==> config.mk <==
export PLATFORM = sky130hd
export DESIGN_NAME = execute_stage_mc
export DESIGN_NICKNAME = d
export VERILOG_FILES = /design/src/rtl/execute_stage_mc.sv
export SDC_FILE = /design/constraint.sdc
export NUM_CORES = 1
export LEC_CHECK = 0
export BUFFER_PORTS_ARGS = -buffer_cell sky130_fd_sc_hd__buf_2
export CAP_MARGIN = 25
export CORE_MARGIN = 2
export CORE_UTILIZATION = 50
export DETAILED_ROUTE_END_ITERATION = 10
export PLACE_DENSITY = 0.71
export SLEW_MARGIN = 20
export SYNTH_ARGS = -nofsm -noshare
export SYNTH_HDL_FRONTEND = slang
export SYNTH_SLANG_ARGS = --single-unit
==> constraint.sdc <==
create_clock -name clk -period 5.6 [get_ports clk]
set_clock_uncertainty 0.1 [all_clocks]
set_input_delay 0.56 -clock clk [delete_from_list [all_inputs] [get_ports clk]]
set_output_delay 0.56 -clock clk [all_outputs]
set_load 0.03 [all_outputs]
==> src/rtl/execute_stage_mc.sv <==
// rtl/execute_stage_mc.sv - MIPS execute stage with pipeline register, ALU and iterative multiplier
//
// Purpose:
//   Holds one instruction from decode in a stall/flush-aware pipeline register
//   and evaluates it in a combinational ALU. MULTU (and MULT when the optional
//   EXEC_MUL_SIGNED_EN macro is defined) run on a W-cycle shift-add engine that
//   writes HI/LO; decode is back-pressured while the engine is running.
//
// Optional feature macro: EXEC_MUL_SIGNED_EN (enables func 0x19 MULT, signed)
//
// Ports:
//   clk        in   rising-edge clock
//   reset      in   asynchronous active-low reset
//   in_valid   in   decode presents a valid instruction
//   in_ready   out  stage accepts this cycle (!busy && !stall_in)
//   stall_in   in   downstream stall, hold stage state
//   flush      in   kill held instruction, abort multiply
//   alu_func   in   6-bit operation select
//   ctrl_in    in   CW-bit control bundle
//   pc_seq_in  in   PC+4
//   a_in,b_in  in   operands
//   dest_in    in   write-back register index
//   read2_in   in   store data
//   out_valid  out  held result is valid
//   ctrl_out, pc_seq_out, dest_out, read2_out  out  registered pass-through fields
//   alu_out    out  result of the held instruction
//   busy       out  multiplier running

module execute_stage_mc #(
  parameter int W  = 32,
  parameter int CW = 14,
  parameter int RW = 5
) (
  input  logic          clk,
  input  logic          reset,
  input  logic          in_valid,
  output logic          in_ready,
  input  logic          stall_in,
  input  logic          flush,
  input  logic [5:0]    alu_func,
  input  logic [CW-1:0] ctrl_in,
  input  logic [W-1:0]  pc_seq_in,
  input  logic [W-1:0]  a_in,
  input  logic [W-1:0]  b_in,
  input  logic [RW-1:0] dest_in,
  input  logic [W-1:0]  read2_in,
  output logic          out_valid,
  output logic [CW-1:0] ctrl_out,
  output logic [W-1:0]  pc_seq_out,
  output logic [RW-1:0] dest_out,
  output logic [W-1:0]  read2_out,
  output logic [W-1:0]  alu_out,
  output logic          busy
);

  localparam int CNTW = (W > 1) ? $clog2(W) : 1;
  localparam logic [CNTW-1:0] LAST = CNTW'(W - 1);

  localparam logic [5:0] F_SLL   = 6'h00;
  localparam logic [5:0] F_MFHI  = 6'h10;
  localparam logic [5:0] F_MFLO  = 6'h12;
  localparam logic [5:0] F_MULTU = 6'h18;
`ifdef EXEC_MUL_SIGNED_EN
  localparam logic [5:0] F_MULT  = 6'h19;
`endif
  localparam logic [5:0] F_ADD   = 6'h20;
  localparam logic [5:0] F_SUB   = 6'h22;
  localparam logic [5:0] F_AND   = 6'h24;
  localparam logic [5:0] F_OR    = 6'h25;
  localparam logic [5:0] F_XOR   = 6'h26;
  localparam logic [5:0] F_NOR   = 6'h27;
  localparam logic [5:0] F_SLT   = 6'h2A;
  localparam logic [5:0] F_SLTU  = 6'h2B;

  typedef enum logic [1:0] {
    S_IDLE = 2'd0,
    S_MUL  = 2'd1,
    S_DONE = 2'd2
  } state_t;

  state_t          state;
  logic            busy_q;
  logic            valid_q;
  logic [5:0]      func_q;
  logic [W-1:0]    a_q;
  logic [W-1:0]    b_q;
  logic [CW-1:0]   ctrl_q;
  logic [W-1:0]    pc_q;
  logic [RW-1:0]   dest_q;
  logic [W-1:0]    read2_q;
  logic [W-1:0]    hi_q;
  logic [W-1:0]    lo_q;
  logic [CNTW-1:0] cnt_q;
  logic [2*W-1:0]  acc_q;
  logic [W-1:0]    mcand_q;
`ifdef EXEC_MUL_SIGNED_EN
  logic            neg_q;
`endif

  // Multiply start decode and operand magnitudes presented to the engine
  logic           mul_start;
  logic [W-1:0]   mag_a;
  logic [W-1:0]   mag_b;
`ifdef EXEC_MUL_SIGNED_EN
  logic           signed_op;
  logic           neg_in;
`endif

  always_comb begin
    mag_a = a_in;
    mag_b = b_in;
`ifdef EXEC_MUL_SIGNED_EN
    signed_op = (alu_func == F_MULT);
    neg_in    = signed_op && (a_in[W-1] ^ b_in[W-1]);
    // Two's-complement magnitude; the most-negative value maps onto itself,
    // which is its correct unsigned magnitude.
    if (signed_op && a_in[W-1]) mag_a = ~a_in + W'(1);
    if (signed_op && b_in[W-1]) mag_b = ~b_in + W'(1);
    mul_start = in_valid && ((alu_func == F_MULTU) || signed_op);
`else
    mul_start = in_valid && (alu_func == F_MULTU);
`endif
  end

  // One shift-add step: add multiplicand into the upper half when the
  // current multiplier LSB is set, then shift the whole accumulator right.
  // The carry out of the add becomes the new MSB.
  logic [W:0]     step_sum;
  logic [2*W-1:0] acc_step;
  logic [2*W-1:0] product;

  always_comb begin
    step_sum = {1'b0, acc_q[2*W-1:W]} + {1'b0, (acc_q[0] ? mcand_q : {W{1'b0}})};
    acc_step = {step_sum, acc_q[W-1:1]};
`ifdef EXEC_MUL_SIGNED_EN
    product  = neg_q ? (~acc_step + (2*W)'(1)) : acc_step;
`else
    product  = acc_step;
`endif
  end

  assign in_ready  = !busy_q && !stall_in;
  assign busy      = busy_q;
  assign out_valid = valid_q && !busy_q;
  assign ctrl_out   = ctrl_q;
  assign pc_seq_out = pc_q;
  assign dest_out   = dest_q;
  assign read2_out  = read2_q;

  always_ff @(posedge clk or negedge reset) begin
    if (!reset) begin
      state   <= S_IDLE;
      busy_q  <= 1'b0;
      valid_q <= 1'b0;
      func_q  <= '0;
      a_q     <= '0;
      b_q     <= '0;
      ctrl_q  <= '0;
      pc_q    <= '0;
      dest_q  <= '0;
      read2_q <= '0;
      hi_q    <= '0;
      lo_q    <= '0;
      cnt_q   <= '0;
      acc_q   <= '0;
      mcand_q <= '0;
`ifdef EXEC_MUL_SIGNED_EN
      neg_q   <= 1'b0;
`endif
    end else if (flush) begin
      // Kill the held instruction and abandon any multiply; HI/LO untouched.
      valid_q <= 1'b0;
      busy_q  <= 1'b0;
      cnt_q   <= '0;
      state   <= S_IDLE;
    end else if (in_ready) begin
      // Fields load on every accepted cycle; valid_q distinguishes bubbles.
      valid_q <= in_valid;
      func_q  <= alu_func;
      a_q     <= a_in;
      b_q     <= b_in;
      ctrl_q  <= ctrl_in;
      pc_q    <= pc_seq_in;
      dest_q  <= dest_in;
      read2_q <= read2_in;
      if (mul_start) begin
        state   <= S_MUL;
        busy_q  <= 1'b1;
        cnt_q   <= '0;
        acc_q   <= {{W{1'b0}}, mag_b};
        mcand_q <= mag_a;
`ifdef EXEC_MUL_SIGNED_EN
        neg_q   <= neg_in;
`endif
      end else begin
        state <= S_IDLE;
      end
    end else if (state == S_MUL) begin
      // Engine iterates regardless of downstream stall.
      acc_q <= acc_step;
      cnt_q <= cnt_q + CNTW'(1);
      if (cnt_q == LAST) begin
        hi_q   <= product[2*W-1:W];
        lo_q   <= product[W-1:0];
        busy_q <= 1'b0;
        state  <= S_DONE;
      end
    end
  end

  always_comb begin
    alu_out = '0;
    case (func_q)
      F_ADD:   alu_out = a_q + b_q;
      F_SUB:   alu_out = a_q - b_q;
      F_AND:   alu_out = a_q & b_q;
      F_OR:    alu_out = a_q | b_q;
      F_XOR:   alu_out = a_q ^ b_q;
      F_NOR:   alu_out = ~(a_q | b_q);
      F_SLT:   alu_out = {{(W-1){1'b0}}, ($signed(a_q) < $signed(b_q))};
      F_SLTU:  alu_out = {{(W-1){1'b0}}, (a_q < b_q)};
      F_SLL:   alu_out = b_q << a_q[4:0];
      F_MFHI:  alu_out = hi_q;
      F_MFLO:  alu_out = lo_q;
      F_MULTU: alu_out = lo_q;
`ifdef EXEC_MUL_SIGNED_EN
      F_MULT:  alu_out = lo_q;
`endif
      default: alu_out = '0;
    endcase
  end

endmodule

# Word level (Yosys, flattened, before mapping)

Index checks and enable logic that the tools add are counted.

$add $sub $neg: 4
Magnitude comparators: 2
Equal/unequal tests: 16
Shifts and indexed selects: 1
Muxes and demuxes: 21
Bitwise logic cells: 6
Reduce and logical (&&, ||, !) cells: 18

Operators with widths:

| cell                  | count |
|---|---|
| $pmux W32 S11         | 1 |
| $mux W64              | 3 |
| $lt A32 B32 Y1        | 2 |
| $eq A6 B6 Y1 const B  | 8 |
| $add A32 B32 Y33      | 1 |
| $add A32 B32 Y32      | 1 |
| $and A32 B32 Y32      | 1 |
| $mux W32              | 1 |
| $not A32 Y32          | 1 |
| $or A32 B32 Y32       | 1 |
| $shl A32 B5 Y32       | 1 |
| $sub A32 B32 Y32      | 1 |
| $xor A32 B32 Y32      | 1 |
| $eq A6 B5 Y1 const B  | 4 |
| $mux W5               | 4 |
| $reduce_and A3 Y1     | 3 |
| $mux W1               | 8 |
| $mux W2               | 4 |
| $logic_not A6 Y1      | 1 |
| $reduce_and A2 Y1     | 3 |
| $reduce_bool A3 Y1    | 2 |
| $add A5 B1 Y5 const B | 1 |
| $eq A5 B5 Y1 const B  | 1 |
| $reduce_and A4 Y1     | 1 |
| other kinds (8)       | 13 |

Register bits after elaboration: 322
Bits of input ports: 158
Output and inout port bits: 118
Logic and storage cells: 83

# Logic depth before layout (Yosys ltp)

Gate-level depths: netlist of run 1.

Depth after elaboration: 5
Depth in mapped cells: 17
Gate-level depth less buffers: 13

# Worst setup path before layout of run 1

Ideal clock, no wire load.

Path type: flip-flop to output port
Start point: reg a_q[0]
End point: out alu_out[0]
Data arrival time: 3.714 ns
Slack: 1.226 ns
Stages on the path, launching flop included: 18
Cell sequence: dfrtp_1 buf_2 buf_4 buf_4 buf_4 inv_1 ha_1 inv_1 fa_1 nor2b_1 o21ai_0 a21oi_1 a211oi_2 a211o_1 a21boi_0 o21ai_0 a21oi_1 o21ai_0

Longest elaborated chain between the ends: 3
Elaborated cells between the ends (all ways): 10

Ends and longest elaborated chain:

| what                                                     | line | text |
|---|---|---|
| start: declaration                                       | 85   | `logic [W-1:0] a_q;` |
| start signal: assignment                                 | 180  | `a_q <= a_in;` |
| branches (longest 2 deep; another with $sub A32 B32 Y32) | --   |  |
| $pmux W32 S11 (*)                                        | 213  | `case (func_q)` |
| end: declaration                                         | 52   | `output logic [W-1:0] alu_out,` |

Mark *: on every way between the ends.

# Worst setup path after layout of run 1

Start point: reg a_q[0]
End point: out alu_out[26]

Longest elaborated chain between the ends: 2
Elaborated cells between the ends (all ways): 4

Ends and longest elaborated chain:

| what                                           | line | text |
|---|---|---|
| $sub A32 B32 Y32, or another cell as far along | 215  | `F_SUB: alu_out = a_q - b_q;` |
| $pmux W32 S11 (*)                              | 213  |  |

Mark *: on every way between the ends. The rest lies on a longest branch, timed or not.

==> flow_summary.json, run 1 <==
{
  "outcome": "finished clean",
  "max_slew_margin_pct": 19.5,
  "start_util_pct": 50.6,
  "criticalPathCategory": "flop to output pin",
  "cpMaxStageDelayCell": "a211oi_2",
  "h-tree-depth": 1,
  "power_density_nw_per_um2": 309,
  "p_int_w": 0.00464,
  "wl_per_cell_um": 23.9,
  "dieHeight_um": 210,
  "final_common_cell": "dfrtp_1",
  "cpLargestDelayFamily": "compound AO/OA/AOI/OAI gates",
  "synth-warning-count": 0,
  "clkSinkCount": 322,
  "min_path_cells": 2,
  "cp_max_fo": 6,
  "clockPowerShare_pct": 28.5,
  "grt_use_met3_pct": 4.82,
  "clk_pin_slew_ps": 70,
  "vias": 18980,
  "ir_drop_mv": 0.280,
  "r2r_end": "hi_q[29]",
  "drc": 0,
  "syn_avg_cell_area_um2": 9.47,
  "clockBufferDepth": 3,
  "setup_violations": 0,
  "hp-class": "primary input to flop",
  "rsz0062_at_grt": "false",
  "required_ps": 4940,
  "grt_usage_pct": 32.2,
  "hold_violations": 0,
  "num-fill-cells": 3664,
  "worstPathArrival_ps": 4290,
  "crit_buf_inv": 3,
  "area_growth_pct": 13.6,
  "die_area_um2": 44000,
  "ys_types": 89,
  "tightestPinTransition_ps": 1210,
  "die_w_um": 210,
  "crit_top_cell": "inv_1",
  "async_reset_ff_share_pct": 100,
  "place_congestion": 0.980,
  "n_antenna_cell": 0,
  "period_share_pct": 88.4,
  "cts_tree": "yes",
  "maxCapViolCount": 0,
  "wl_um": 71700,
  "crit_chain": "inv_1 -> ha_1 -> inv_1 -> fa_1 -> nor2b_1 -> o21ai_0 -> a21oi_1 -> a211oi_2 -> a211o_1 -> nand2_1 -> a31oi_1 -> a221oi_1 -> o21ai_1 -> buf_2",
  "ant_nets": 0,
  "final_cell_mix": "319 x dfrtp_1, 274 x buf_2, 254 x nand2_1",
  "grt_antenna_before_repair": 1,
  "nNetsFinal": 2734,
  "rows": 75,
  "syn_area_um2": 21200,
  "leakage_nw": 11.4,
  "pin_count": 276,
  "grt_pass1_wl_um": 110000,
  "numCtsBuffers": 31,
  "cp-end-kind": "output pin",
  "grtUsageMet2_pct": 49.6,
  "layout-drive-gt1-share_pct": 24.1,
  "post-dp-hpwl_um": 54700,
  "maxSlewViolCount": 0,
  "ys.flop_type": "dfrtp_1",
  "top_usage_layer": "met2",
  "grt_start_max_net_pins": 218,
  "grt_overflow_total": 0,
  "slowest_delay_ps": 520,
  "hp-start": "read2_in[18]",
  "grt_pass1_vias": 18502,
  "achievable-frequency_mhz": 202,
  "r2r_start": "acc_q[0]",
  "clk_latency_ps": 580,
  "r2r_setup_slack_ps": 1500,
  "root_buffer": "clkbuf_16",
  "ys_ff_latch": 322,
  "swShare_pct": 37.6,
  "grtUsageMet1_pct": 47.6,
  "postSynthNetCount": 2528,
  "viasPerCell": 6.32,
  "fin_setup_tns_ps": 0,
  "hold_end": "read2_out[18]",
  "syn_inst": 2236,
  "reg2reg_depth": 13,
  "io_buffers": 275,
  "synth_edf_count": 0,
  "core_area_um2": 41900,
  "start_kind": "flop",
  "combPwrFrac_pct": 35.1,
  "drt_iter0_drc": 2226,
  "ys_seq_area_share_pct": 38.1,
  "power.share.sequential_pct": 36.3,
  "switching_power_w": 0.00279,
  "period_minus_slack_ps": 4950,
  "dr.pass1.iters": 8,
  "hold-worst-slack_ps": 106
}
metal layers:
layer | part of all wire [%] | routed length, um | vias up
met5 | 0.018 | 13 | -
met4 | 2.3 | 1680 | 2
met3 | 8.6 | 6150 | 89
met2 | 45 | 32100 | 971
met1 | 44 | 31800 | 9363
li1 | - | - | 8555
cell type report:
| type | instances | area (um^2) | area share (%) |
|---|---|---|---|
| multi-input cells | 1659 | 12200 | 50.6 |
| flip-flops and latches | 322 | 8060 | 33.5 |
| repair buffers | 313 | 1700 | 7.07 |
| clock buffers | 44 | 875 | 3.64 |
| well taps | 539 | 674 | 2.80 |
| inverters | 115 | 432 | 1.80 |
| clock inverters | 11 | 141 | 0.588 |
cells in the mapped netlist, types with 6 or more instances:
| library cell | n | area [um^2] |
|---|---|---|
| and2_1 | 38 | 238 |
| a2111oi_0 | 6 | 52.6 |
| buf_1 | 11 | 41.3 |
| buf_2 | 14 | 70.1 |
| a21oi_1 | 117 | 586 |
| dfrtp_1 | 322 | 8060 |
| o221ai_1 | 18 | 158 |
| clkbuf_1 | 110 | 413 |
| nand4_1 | 6 | 37.5 |
| o31a_1 | 6 | 52.6 |
| o22ai_1 | 24 | 150 |
| nor2b_1 | 10 | 62.6 |
| o31ai_1 | 10 | 75.1 |
| mux2_2 | 170 | 1910 |
| xor2_1 | 14 | 123 |
| o21a_1 | 7 | 52.6 |
| o211a_1 | 8 | 80.1 |
| a21o_1 | 35 | 263 |
| mux2i_1 | 84 | 841 |
| a211oi_1 | 18 | 135 |
| and3_1 | 11 | 68.8 |
| a31oi_1 | 16 | 100 |
| nand2_1 | 255 | 957 |
| a221oi_1 | 24 | 210 |
| mux4_2 | 20 | 450 |
| o21bai_1 | 12 | 90.1 |
| a22o_1 | 16 | 140 |
| a222oi_1 | 20 | 200 |
| or3_1 | 7 | 43.8 |
| inv_1 | 112 | 420 |
| xnor2_1 | 21 | 184 |
| nor3_1 | 32 | 160 |
| nor2_1 | 113 | 424 |
| nand2b_1 | 18 | 113 |
| ha_1 | 131 | 1640 |
| a221o_1 | 13 | 130 |
| o21ai_0 | 226 | 1130 |
| nand3_1 | 31 | 155 |
| o211ai_1 | 21 | 158 |
| a22oi_1 | 9 | 67.6 |
power groups by stage:
stage | sequential [W] | clock [W] | combinational [W]
2_1_floorplan | 0.00285 | 0 | 0.00157
3_3_place_gp | 0.00272 | 0 | 0.00253
3_5_place_dp | 0.00274 | 0 | 0.00255
4_1_cts | 0.00270 | 0.00215 | 0.00256
5_1_grt | 0.00273 | 0.00225 | 0.00279
6_report | 0.00270 | 0.00212 | 0.00261
logic make-up after synthesis:
kind of cell    synth area share, %
buf+inv                        4.69
flops                          38.1
xor+xnor                       1.45
compound gates                 20.7
simple gates                   11.9
fa+ha+maj                      8.03
mux                            15.1
metrics by stage:
| stage | worst slack (ps) | std cells | total power (W) | util (%) | instance area, um^2 |
|---|---|---|---|---|---|
| after detailed placement | 1300 | 2947 | 0.00528 | 55.0 | 23000 |
| after global placement | 1330 | 2947 | 0.00525 | 55.0 | 23000 |
| after global routing | 352 | 3003 | 0.00776 | 57.5 | 24000 |
| after floorplan | 1230 | 2236 | 0.00443 | - | 21200 |
| after CTS | 658 | 3003 | 0.00740 | 57.5 | 24000 |
| final | 651 | 3003 | 0.00743 | 57.5 | 24000 |
flip-flops by register name, indices dropped and copies added, names as in the netlist:
signal	cells
a_q	32
acc_q	64
b_q	32
busy	1
cnt_q	5
ctrl_out	14
dest_out	5
func_q	6
hi_q	32
lo_q	32
mcand_q	32
pc_seq_out	32
read2_out	32
state	2
valid_q	1
worst reg2reg max path, cell delays in order (launching register included):
cell	delay, ps
dfrtp_1	970
and2_1	240
ha_1	180
inv_1	60
fa_1	390
nor2b_1	160
o31ai_1	100
a211oi_1	370
o2111ai_1	300
nand4_1	250
a41oi_1	200
o21ai_0	280
xor2_1	120
mux2_2	280
how the worst max path moves through the flow:
stage                     startpoint     endpoint  slack [ps]  cells after the start
after floorplan               a_q[0]   alu_out[0]        1230                     17
after global placement        a_q[3]  alu_out[27]        1330                     13
after detailed placement      a_q[3]  alu_out[27]        1300                     13
after CTS                     a_q[3]  alu_out[27]         660                     13
after global routing          a_q[3]  alu_out[27]         350                     13
final                         a_q[0]  alu_out[26]         650                     14
what timing repair did:
item,in CTS,in global routing
gates resized for setup,0,0
buffers inserted,0,0
hold endpoints to repair,95,0
hold buffers,1,0
Note: power is estimated with default switching activity, not from simulation.
==> inputs of run 2 (changes only) <==
PLACE_DENSITY = 0.68   (was 0.71)
==> run 2 against run 1 <==
Fmax up 2.2%. Routed wire length shrank 0.12%. Combinational power about the same. Largest cell class unchanged. First-iteration DRC count rose by 0.31%. Count of clock-buffer cells in the layout up 1. Worst hold slack gained 57 ps.
==> flow_summary.json, run 2 (same netlist as run 1, synthesis figures left out) <==
{
  "outcome": "finished clean",
  "grt_overflow_total": 0,
  "fin_area_um2": 24200,
  "ir_drop_mv": 0.289,
  "hp-class": "primary input to flop",
  "grt_usage_pct": 32.4,
  "hold_violations": 0,
  "clk_latency_ps": 530,
  "dr.pass1.iters": 7,
  "ant_nets": 0,
  "final_cell_mix": "319 x dfrtp_1, 274 x buf_2, 254 x nand2_1",
  "fin_setup_tns_ps": 0,
  "achievable-frequency_mhz": 207,
  "numCtsBuffers": 35,
  "period_share_pct": 86.5,
  "maxCapViolCount": 0,
  "die_w_um": 210,
  "swShare_pct": 36.9,
  "period_minus_slack_ps": 4840,
  "start_util_pct": 50.6,
  "dieHeight_um": 210,
  "wl_um": 71600,
  "dp_slack_ps": 1360,
  "crit_start": "a_q[3]",
  "power.share.sequential_pct": 34.8,
  "place_congestion": 1.00,
  "maxSlewViolCount": 0,
  "post-dp-hpwl_um": 54000,
  "num-fill-cells": 3697,
  "nNetsFinal": 2732,
  "clk_pin_slew_ps": 60,
  "finalNonFillerCells": 3005,
  "cts_tree": "yes",
  "h-tree-depth": 2,
  "leakage_nw": 11.5,
  "grt_pass1_wl_um": 110000,
  "final_common_cell": "dfrtp_1",
  "setup_violations": 0,
  "wl_per_cell_um": 23.8,
  "criticalPathCategory": "flop to output pin",
  "grt_start_max_net_pins": 218,
  "viasPerCell": 6.30,
  "pin_count": 276,
  "drt_iter0_drc": 2233,
  "largest_register_ffs": 64,
  "worstPathArrival_ps": 4180,
  "vias": 18933,
  "max_flop_register": "acc_q",
  "max_slew_margin_pct": 12.4,
  "core_area_um2": 41900,
  "layout-drive-gt1-share_pct": 24.3,
  "grt_pass1_vias": 18276,
  "drc": 0,
  "die_area_um2": 44000,
  "cp-end-kind": "output pin",
  "fin_ws_ps": 758,
  "hp-start": "read2_in[27]",
  "clkSinkCount": 322,
  "combPwrFrac_pct": 33.5,
  "rows": 75,
  "clockBufferDepth": 3,
  "area_growth_pct": 14.4,
  "root_buffer": "clkbuf_16",
  "post_dp_cell_area_um2": 23000,
  "grt_antenna_before_repair": 1,
  "dp.cells": 2941,
  "cp_max_fo": 25,
  "power.total_w": 0.00776,
  "cts_setup_buffers": 0,
  "tightestPinTransition_ps": 1310,
  "clockPowerShare_pct": 31.7,
  "switching_power_w": 0.00287,
  "r2r_start": "acc_q[0]",
  "p_int_w": 0.00490,
  "power_density_nw_per_um2": 321,
  "required_ps": 4940,
  "rsz0062_at_grt": "false",
  "start_kind": "flop",
  "io_buffers": 275
}
run 2: worst max-delay path: stages, from the launching register on:
cell and delay [ps]:
dfrtp_1 320, buf_4 270, clkinv_1 140, ha_1 440, nor2_1 200, o21ai_0 120, a21oi_1 290, a211oi_2 190
a211o_1 360, a21boi_0 570, o31ai_1 170, a21o_1 200, a21oi_1 150, buf_2 230
run 2: final timing paths:
path,depth (start not counted),slack (ps),end
max,13,760,alu_out[24]
min,2,160,read2_out[27]
max reg2reg,13,1570,hi_q[31]
min reg2reg,2,390,cnt_q[4]
max in group asynchronous,3,3690,pc_seq_out[11]
min in group asynchronous,2,430,a_q[29]
run 2: final cells by class:
class	instances	area [um^2]	share of cell area (%)
multi-input combinational	1659	12200	50.2
clock inverter	17	238	0.982
clock buffer	45	983	4.06
tap	539	674	2.78
antenna	1	2.50	0.0103
sequential	322	8060	33.3
timing repair buffer	307	1670	6.88
inverter	115	432	1.78
run 2: through the flow:
stage | util [%] | hold slack, ps
floorplan | - | 164
global placement | 54.9 | 369
detailed placement | 54.9 | 381
CTS | 57.9 | 145
global route | 57.9 | 154
finish | 57.9 | 163
run 2: timing repair:
| action | in CTS | in global routing |
|---|---|---|
| gates resized for setup | 0 | 0 |
| hold buffers | 1 | 0 |
| endpoints found under the hold margin | 56 | 0 |
run 2: power groups by stage:
| stage | clock network [W] | registers [W] | logic (W) |
|---|---|---|---|
| after floorplan | 0 | 0.00285 | 0.00157 |
| after global placement | 0 | 0.00273 | 0.00252 |
| after detailed placement | 0 | 0.00274 | 0.00254 |
| after CTS | 0.00250 | 0.00270 | 0.00255 |
| after global routing | 0.00258 | 0.00273 | 0.00279 |
| final | 0.00246 | 0.00270 | 0.00260 |
run 2: layer usage:
layer / GRT usage (%) / vias to the layer above / share of wire, %
met5: 0 / - / 0.017
met1: 49.5 / 9353 / 46
met3: 4.74 / 100 / 8.6
met2: 48.0 / 931 / 43
met4: 8.31 / 2 / 2.4
li1: - / 8547 / -
